--- config.mk ---
export PLATFORM = sky130hd
export DESIGN_NAME = imm_gen_pipe_flat
export DESIGN_NICKNAME = d
export VERILOG_FILES = /design/src/rtl/imm_pkg.sv /design/src/rtl/imm_gen_pipe_if.sv /design/src/rtl/imm_skid_buf.sv /design/src/rtl/imm_gen_pipe.sv /design/src/flat_wrapper.sv
export SDC_FILE = /design/constraint.sdc
export NUM_CORES = 1
export LEC_CHECK = 0
export CORE_ASPECT_RATIO = 0.75
export CORE_MARGIN = 3
export CORE_UTILIZATION = 40
export CTS_CLUSTER_DIAMETER = 150
export DETAILED_ROUTE_END_ITERATION = 6
export GPL_TIMING_DRIVEN = 0
export PLACE_DENSITY = 0.73
export SYNTH_ARGS = -nofsm -noshare
export SYNTH_HDL_FRONTEND = slang
export SYNTH_SLANG_ARGS = --single-unit
--- constraint.sdc ---
create_clock -name clk -period 2.3 [get_ports clk]
set_input_delay 0.46 -clock clk [delete_from_list [all_inputs] [get_ports clk]]
set_output_delay 0.46 -clock clk [all_outputs]
set_load 0.05 [all_outputs]
--- src/rtl/imm_pkg.sv ---
// rtl/imm_pkg.sv - Immediate format/occupancy types and the immediate decode function.
package imm_pkg;

    typedef enum logic [2:0] {
        I_TYPE   = 3'd0,
        I_TYPE_U = 3'd1,
        S_TYPE   = 3'd2,
        B_TYPE   = 3'd3,
        J_TYPE   = 3'd4,
        U_TYPE   = 3'd5,
        Z_TYPE   = 3'd6,
        ILLEGAL  = 3'd7
    } imm_sel_t;

    typedef enum logic [1:0] {
        EMPTY = 2'd0,
        ONE   = 2'd1,
        TWO   = 2'd2
    } occ_state_t;

    // Always builds the 64-bit form; a 32-bit caller keeps the low half.
    function automatic logic [64:0] imm_decode(input imm_sel_t sel, input logic [31:0] instr,
                                               input logic wide_shamt);
        logic [63:0] sx;
        logic [63:0] imm;
        logic        illegal;
        sx      = {64{instr[31]}};
        imm     = '0;
        illegal = 1'b0;
        case (sel)
            I_TYPE:   imm = {sx[63:12], instr[31:20]};
            I_TYPE_U: imm = wide_shamt ? {58'b0, instr[25:20]} : {59'b0, instr[24:20]};
            S_TYPE:   imm = {sx[63:12], instr[31:25], instr[11:7]};
            B_TYPE:   imm = {sx[63:12], instr[7], instr[30:25], instr[11:8], 1'b0};
            J_TYPE:   imm = {sx[63:20], instr[19:12], instr[20], instr[30:21], 1'b0};
            U_TYPE:   imm = {sx[63:32], instr[31:12], 12'b0};
            Z_TYPE:   imm = {59'b0, instr[19:15]};
            default: begin
                imm     = '0;
                illegal = 1'b1;
            end
        endcase
        return {illegal, imm};
    endfunction

endpackage

--- src/rtl/imm_gen_pipe_if.sv ---
// rtl/imm_gen_pipe_if.sv - Instruction-in / immediate-out handshake bundle.
interface imm_gen_pipe_if #(
    parameter int XLEN  = 32,
    parameter int TAG_W = 5
);
    logic             in_valid;
    logic             in_ready;
    logic [31:0]      in_instr;
    logic [2:0]       in_sel;
    logic [TAG_W-1:0] in_tag;
    logic             out_valid;
    logic             out_ready;
    logic [XLEN-1:0]  out_imm;
    logic             out_illegal;
    logic [TAG_W-1:0] out_tag;

    modport master (
        output in_valid, in_instr, in_sel, in_tag, out_ready,
        input  in_ready, out_valid, out_imm, out_illegal, out_tag
    );

    modport slave (
        input  in_valid, in_instr, in_sel, in_tag, out_ready,
        output in_ready, out_valid, out_imm, out_illegal, out_tag
    );
endinterface

--- src/rtl/imm_skid_buf.sv ---
// rtl/imm_skid_buf.sv - Generic 2-entry valid/ready skid buffer with flush.
module imm_skid_buf
    import imm_pkg::*;
#(
    parameter int W = 8
) (
    input  logic         clk,
    input  logic         rst,
    input  logic         flush,
    input  logic         in_valid,
    output logic         in_ready,
    input  logic [W-1:0] in_data,
    output logic         out_valid,
    input  logic         out_ready,
    output logic [W-1:0] out_data
);

    occ_state_t   state_q, state_d;
    logic [W-1:0] main_q, main_d;
    logic [W-1:0] skid_q, skid_d;
    logic         in_ready_q;
    logic         out_valid_q;
    logic         acc;
    logic         xfer;

    assign acc  = in_valid && in_ready_q;
    assign xfer = out_valid_q && out_ready;

    always_comb begin
        state_d = state_q;
        main_d  = main_q;
        skid_d  = skid_q;
        if (flush) begin
            state_d = EMPTY;
        end else begin
            case (state_q)
                EMPTY: if (acc) begin
                    main_d  = in_data;
                    state_d = ONE;
                end
                ONE: begin
                    if (acc && !xfer) begin
                        skid_d  = in_data;
                        state_d = TWO;
                    end else if (acc && xfer) begin
                        main_d  = in_data;
                    end else if (xfer) begin
                        state_d = EMPTY;
                    end
                end
                TWO: if (xfer) begin
                    main_d  = skid_q;
                    state_d = ONE;
                end
                default: state_d = EMPTY;
            endcase
        end
    end

    // Handshake outputs are registered from the next state, so out_ready never reaches in_ready.
    always_ff @(posedge clk or posedge rst) begin
        if (rst) begin
            state_q     <= EMPTY;
            main_q      <= '0;
            skid_q      <= '0;
            in_ready_q  <= 1'b1;
            out_valid_q <= 1'b0;
        end else begin
            state_q     <= state_d;
            main_q      <= main_d;
            skid_q      <= skid_d;
            in_ready_q  <= (state_d != TWO);
            out_valid_q <= (state_d != EMPTY);
        end
    end

    assign in_ready  = in_ready_q;
    assign out_valid = out_valid_q;
    assign out_data  = main_q;

endmodule

--- src/rtl/imm_gen_pipe.sv ---
// rtl/imm_gen_pipe.sv - Registered immediate generator: format decode feeding a skid buffer.
module imm_gen_pipe
    import imm_pkg::*;
#(
    parameter int XLEN  = 32,
    parameter int TAG_W = 5
) (
    input  logic clk,
    input  logic rst,
    input  logic flush,
    imm_gen_pipe_if.slave bus
);

    localparam int SHAMT_W = (XLEN == 64) ? 6 : 5;
    localparam int W       = 1 + XLEN + TAG_W;

    if (XLEN != 32 && XLEN != 64) begin : g_bad_xlen
        $error("imm_gen_pipe: XLEN must be 32 or 64");
    end

    logic [64:0]     dec_full;
    logic [XLEN-1:0] imm;
    logic [W-1:0]    out_data;
    logic            unused_opcode;

    always_comb begin
        dec_full = imm_decode(imm_sel_t'(bus.in_sel), bus.in_instr, SHAMT_W == 6);
    end

    assign imm           = dec_full[XLEN-1:0];
    assign unused_opcode = ^bus.in_instr[6:0];

    if (XLEN == 32) begin : g_narrow
        logic unused_hi;
        assign unused_hi = ^dec_full[63:32];
    end

    imm_skid_buf #(.W(W)) u_buf (
        .clk       (clk),
        .rst       (rst),
        .flush     (flush),
        .in_valid  (bus.in_valid),
        .in_ready  (bus.in_ready),
        .in_data   ({dec_full[64], imm, bus.in_tag}),
        .out_valid (bus.out_valid),
        .out_ready (bus.out_ready),
        .out_data  (out_data)
    );

    assign {bus.out_illegal, bus.out_imm, bus.out_tag} = out_data;

endmodule

--- src/flat_wrapper.sv ---
// flat-port wrapper written by rule: the top's interface ports become plain ports
module imm_gen_pipe_flat import imm_pkg::*;
#(
    parameter int XLEN  = 32,
    parameter int TAG_W = 5
)
  (clk, rst, flush, bus_in_valid, bus_in_instr, bus_in_sel, bus_in_tag, bus_out_ready, bus_in_ready, bus_out_valid, bus_out_imm, bus_out_illegal, bus_out_tag);
  imm_gen_pipe_if #(.XLEN(XLEN), .TAG_W(TAG_W)) bus_i ();
  input  logic clk;
  input  logic rst;
  input  logic flush;
  input wire logic [$bits(bus_i.in_valid)-1:0] bus_in_valid;
  input wire logic [$bits(bus_i.in_instr)-1:0] bus_in_instr;
  input wire logic [$bits(bus_i.in_sel)-1:0] bus_in_sel;
  input wire logic [$bits(bus_i.in_tag)-1:0] bus_in_tag;
  input wire logic [$bits(bus_i.out_ready)-1:0] bus_out_ready;
  output wire logic [$bits(bus_i.in_ready)-1:0] bus_in_ready;
  output wire logic [$bits(bus_i.out_valid)-1:0] bus_out_valid;
  output wire logic [$bits(bus_i.out_imm)-1:0] bus_out_imm;
  output wire logic [$bits(bus_i.out_illegal)-1:0] bus_out_illegal;
  output wire logic [$bits(bus_i.out_tag)-1:0] bus_out_tag;
  assign bus_i.in_valid = bus_in_valid;
  assign bus_i.in_instr = bus_in_instr;
  assign bus_i.in_sel = bus_in_sel;
  assign bus_i.in_tag = bus_in_tag;
  assign bus_i.out_ready = bus_out_ready;
  assign bus_in_ready = bus_i.in_ready;
  assign bus_out_valid = bus_i.out_valid;
  assign bus_out_imm = bus_i.out_imm;
  assign bus_out_illegal = bus_i.out_illegal;
  assign bus_out_tag = bus_i.out_tag;
  imm_gen_pipe #(.XLEN(XLEN), .TAG_W(TAG_W)) u_core (.clk(clk), .rst(rst), .flush(flush), .bus(bus_i));
endmodule
### Yosys cells after proc, flatten, opt, wreduce, memory -nomap -nowiden

Cells that the tools add are included.

| word-level totals | value |
|---|---|
| output and inout bits | 40 |
| flip-flop bits (word level) | 80 |

| cells by class | value |
|---|---|
| muxes and demuxes | 14 |
| reduce and logical (&&, ||, !) cells | 12 |
| eq/ne operators | 13 |
| bitwise gates (word level) | 1 |

Operator list:

| operator | number |
|---|---|
| one-hot mux 32 bit (7 select lines) | 1 |
| 2-to-1 mux 38 bit | 4 |
| one-hot mux 38 bit (3 select lines) | 1 |
| 2-to-1 mux 2 bit | 6 |
| != test 2 bit, second input constant | 5 |
| equality test 3 bit, second input constant | 3 |
| OR reduction 7 bit | 1 |
| equality test 3 x 2 -> 1 bit, second input constant | 2 |
| one-hot mux 2 bit (3 select lines) | 1 |
| AND reduction 6 bit | 1 |
| logical AND 1 bit | 4 |
| equality test 3 x 1 -> 1 bit, second input constant | 1 |
| logical NOT 3 bit | 1 |
| AND reduction 3 bit | 1 |
| nonzero test 3 bit | 1 |
| equality test 2 x 1 -> 1 bit, second input constant | 1 |
| equality test 2 bit, second input constant | 1 |
| logical NOT 2 bit | 1 |
| nonzero test 2 bit | 1 |
| logical NOT 1 bit | 1 |
| 2-to-1 mux 1 bit | 1 |
| NOT 1 bit | 1 |

### Depth between registers and ports, before layout

| depth | value |
|---|---|
| word-level depth | 7 |
| depth in mapped cells | 6 |
| mapped depth without buffers | 4 |

### Hierarchy

From an unflattened synthesis, not the netlist that was laid out.

| second synthesis, totals | value |
|---|---|
| cell total of the unflattened synthesis | 301 |
| area, all modules | 4051.4 um^2 |

By module, submodules not included:

| module | instances | cells an instance | area an instance (um^2) |
|---|---|---|---|
| imm_skid_buf | 1 | 224 | 3525.9 |
| imm_gen_pipe | 1 | 77 | 525.5 |

### Worst setup path after synthesis

OpenSTA, ideal clock, no wires.

| timing path | value |
|---|---|
| path kind | reg-to-reg |
| start | register u_core.u_buf.out_valid_q (netlist: u_core.u_buf.out_valid) |
| end | register u_core.u_buf.main_q[25] (netlist: u_core.u_buf.out_data[25]) |
| arrival | 1.891 ns |
| stages on the path, launching flop included | 6 |
| path buffers | 1 |
| slack | 0.342 ns |
| period minus slack after synthesis | 1.958 ns |
| required time | 2.233 ns |
| cells stage by stage | dfrtp_1 -> a21boi_0 -> or4_1 -> a21oi_2 -> buf_4 -> a22o_1 |

| between the ends | value |
|---|---|
| cells in the longest elaborated chain, start to end | 5 |
| elaborated cells on any way between the ends | 8 |
| those cells by class | 3 x eq/ne; 5 x reduce/logical |

RTL lines:

| what | line | RTL |
|---|---|---|
| start: declaration | imm_skid_buf.sv:22 | `logic out_valid_q;` |
| start signal: assignment | imm_skid_buf.sv:73 | `out_valid_q <= (state_d != EMPTY);` |
| logical AND 1 bit * | imm_skid_buf.sv:27 | `assign xfer = out_valid_q && out_ready;` |
| logical NOT 1 bit | imm_skid_buf.sv:42 | `if (acc && !xfer) begin` |
| logical AND 1 bit | imm_skid_buf.sv:42 |  |
| != test 2 bit (no line) | - |  |
| AND reduction 6 bit (no line) * | - |  |
| end signal: assignment | imm_skid_buf.sv:70 | `main_q <= main_d;` |
| end: declaration | imm_skid_buf.sv:19 | `logic [W-1:0] main_q, main_d;` |

Every way passes the cells marked *; elsewhere a longest branch is shown, timed or not.
A chain may end at the register's enable or synchronous reset.

### Worst setup path in the final report

| timing path | value |
|---|---|
| start | input port bus_in_sel[1] |
| end | register u_core.u_buf.main_q[34] (netlist: u_core.u_buf.out_data[34]) |

| between the ends | value |
|---|---|
| cells in the longest elaborated chain, start to end | 5 |
| elaborated cells on any way between the ends | 12 |
| those cells by class | 6 x eq/ne; 5 x mux; 1 x reduce/logical |

RTL lines:

| what | line | RTL |
|---|---|---|
| start: declaration | flat_wrapper.sv:14 | `input wire logic [$bits(bus_i.in_sel)-1:0] bus_in_sel;` |
| equality test 3 bit (tied with other cells) | imm_pkg.sv:30 | `case (sel)` |
| one-hot mux 32 bit (7 select lines) * | imm_pkg.sv:30 |  |
| 2-to-1 mux 38 bit | imm_skid_buf.sv:45 | `end else if (acc && xfer) begin` |
| 2-to-1 mux 38 bit | imm_skid_buf.sv:42 |  |
| one-hot mux 38 bit (3 select lines) * | imm_skid_buf.sv:36 | `case (state_q)` |

Every way passes the cells marked *; elsewhere a longest branch is shown, timed or not. The select of a mux whose other input is x is not followed.

==> metrics.cfg <==
[synth]
yosysWarnings=0
synth_ff_type=dfrtp_1
synth_async_sr_flop_share_pct=100.0
yosysTopAreaCell=dfrtp_1
ys_seq_area_share_pct=53.08
ys_ff_latch=80
synth_area_leaders=dfrtp_1 (52%), nand2_1 (6.1%), nor2_1 (4.9%)
synth_top_area_share_pct=52.39
syn_area_per_cell_um2=9.802
synth_cell_types=48
syn_area_mm2=0.003774
syn_inst=385
synth_nets=430
synth-edff-count=0

[critical_path]
endpoint_kind=register
crit_buf_inv=3
crit_required_ns=2.52
crit_fanout=10
ff2ff_setup_slack_ns=0.25
arrival_ns=2.42
start_kind=input port
slowest_delay_ns=0.60
r2r_start=u_core.u_buf.state_q[1]$_DFF_PP0_
path_delay_family=buffers and inverters
startpoint=bus_in_sel[1]
crit_path_top_delay_cell=clkdlybuf4s50_1
critPathKind=in -> reg
path_cells=clkdlybuf4s50_1 > buf_2 > and3b_1 > clkbuf_1 > a22oi_1 > a21oi_1 > a22o_1

[routing]
vias=3364
route.detailed.drc=0
wire_per_inst_um=17.10
initialDrtViolationCount=267
firstDrtPassIters=5
viasPerCell=5.533
drt-total-wl_mm=10.40
ant_nets=0

[sta]
setup_tns_ns=0
hold_viol=0
grt_setup_unrepaired=no
fin_skew_ns=0.006465
tightest_slew_ns=0.5616
whs_ns=0.4521
drv_slew=0
finalSetupViolCount=0
fin_crit_ns=2.202
slew_headroom_pct=62.42
fmax_mhz=454.1
post-route-period-util_pct=95.75

[clock_tree]
postCtsHoldBufs=0
path_clk_slew_ns=0.06
cts_tree=done
clockBufferDepth=2
cts.sinks=80
cts_root_buf=clkbuf_16
post_cts_buffers=0
clk_latency_ns=0.33
cts_buffers=9
htreeDepth=3

[global_routing]
first_global_vias=3400
grt_max_degree=35
antenna_found_initial=0
grt.overflow.total=0
grt_usage_pct=20.08
grt_pass1_wl_mm=17.45

[floorplanning]
rows=30
die_area_mm2=0.01065
start_util_pct=41.37
die_h_um=90.12
ioPinCount=85
core-area_mm2=0.009121
fp.dieW_um=118.2

[place]
globalplace.congestion=0.8422
numPortBuffers=77
hpwl_mm=7.646

[power_and_ir_drop]
peakVddDrop_mv=0.5080
p_per_area_mw_per_mm2=1146
leakage_nw=2.151
power.total_mw=5.803

[worst_hold_path]
hold_class=in -> async

[run]
drv_cap=0

[layout]
num-nets-final=520
final.fill_count=785
synthToLayoutAreaGrowth_pct=34.15
drive_above_1_share_pct=11.46
n_antenna_cell=0

[status]
status=finished clean

-- cell type report --
| class | count | area [um2] | area share [%] |
|---|---|---|---|
| Clock inverter | 7 | 80.08 | 1.582 |
| Buffer | 31 | 141.4 | 2.793 |
| Tap cell | 128 | 160.2 | 3.164 |
| Clock buffer | 9 | 225.2 | 4.449 |
| Inverter | 4 | 18.77 | 0.3707 |
| Multi-Input combinational cell | 270 | 1623 | 32.06 |
| Timing Repair Buffer | 79 | 810.8 | 16.02 |
| Sequential cell | 80 | 2003 | 39.57 |
-- layer usage --
metal	vias up	part of all wire, %	global-route usage (%)
met3	19	6.7	4.340
met1	1640	49	29.68
li1	1560	-	-
met2	145	43	29.81
met5	-	0	0
met4	0	1.6	5.561
-- cell usage after synthesis, drive strengths merged (6+ instances only) --
cell and instances:
nand3 6, nand2 61, o2bb2ai 7, nor2 50, o21ai 24, a22oi 11
a221oi 7, clkbuf 20, a31oi 16, a22o 20, a21oi 15, mux2 6
o211ai 6, buf 11, dfrtp 79
-- where the power goes --
part	leakage, nW	switching, mW	internal (mW)
Sequential	0.994	0.274	1.89
Clock	0.148	0.599	0.854
Combinational	1.01	1.37	0.813
Total	2.15	2.24	3.56
-- stage by stage --
stage	instance area (um2)	std cells	utilization [%]	worst slack (ns)
detailed placement	4748	592	52.06	-0.3672
CTS	5056	608	55.43	0.02932
finish	5062	608	55.50	0.09771
floorplan	3777	385	-	0.3421
global placement	4708	590	51.62	-0.3259
global route	5062	608	55.50	0.01214
-- sequential cells by signal (all words and copies together), names as in the netlist --
register                cells
u_core.u_buf.out_valid      1
u_core.u_buf.out_data      38
u_core.u_buf.skid_q        38
u_core.u_buf.state_q        2
u_core.u_buf.in_ready       1
-- placed cells by master, fill, tap and decap left out, types with 3 or more instances in the layout --
cell type	n
a31oi_1	16
o21a_1	4
buf_2	7
nor2_1	49
o2bb2ai_1	7
o31ai_1	5
o21ai_0	14
nand2b_1	3
nand3_1	6
clkbuf_1	17
a221oi_1	7
o211ai_1	6
a21oi_1	14
clkbuf_16	9
dfrtp_1	79
a22o_1	20
mux2i_1	4
clkbuf_2	4
inv_1	3
o21ai_2	10
nor2b_1	3
nand2_1	61
mux2_2	6
clkdlybuf4s50_1	77
a22oi_1	11
-- path summary, 6_finish.rpt --
check,endpoint,cells past startpoint
worst min-delay path,u_core.u_buf.out_data[1]$_DFFE_PP0P_,2
max in group asynchronous,u_core.u_buf.in_ready$_DFF_PP1_,4
worst max-delay path,u_core.u_buf.out_data[34]$_DFFE_PP0P_,7
worst min register to register,u_core.u_buf.skid_q[13]$_DFFE_PP0P_,2
worst max register to register,u_core.u_buf.out_data[3]$_DFFE_PP0P_,5
min in group clk,u_core.u_buf.skid_q[13]$_DFFE_PP0P_,2
-- repair_timing --
item / 4_1_cts / 5_1_grt
setup endpoints to repair: 5 / 20
hold endpoints to repair: 0 / 0
pin swaps: 0 / 0
gates cloned: 0 / 0
gates resized for setup: 2 / 4
-- cell families after synthesis --
logic type / synth area share (%)
multiplexers: 3.117
AND/OR/NAND/NOR: 15.05
XOR/XNOR: 0.2321
AO/OA/AOI/OAI: 24.50
flip-flops: 53.08
buffers and inverters: 4.012
Power figures use the tool's default switching activity.
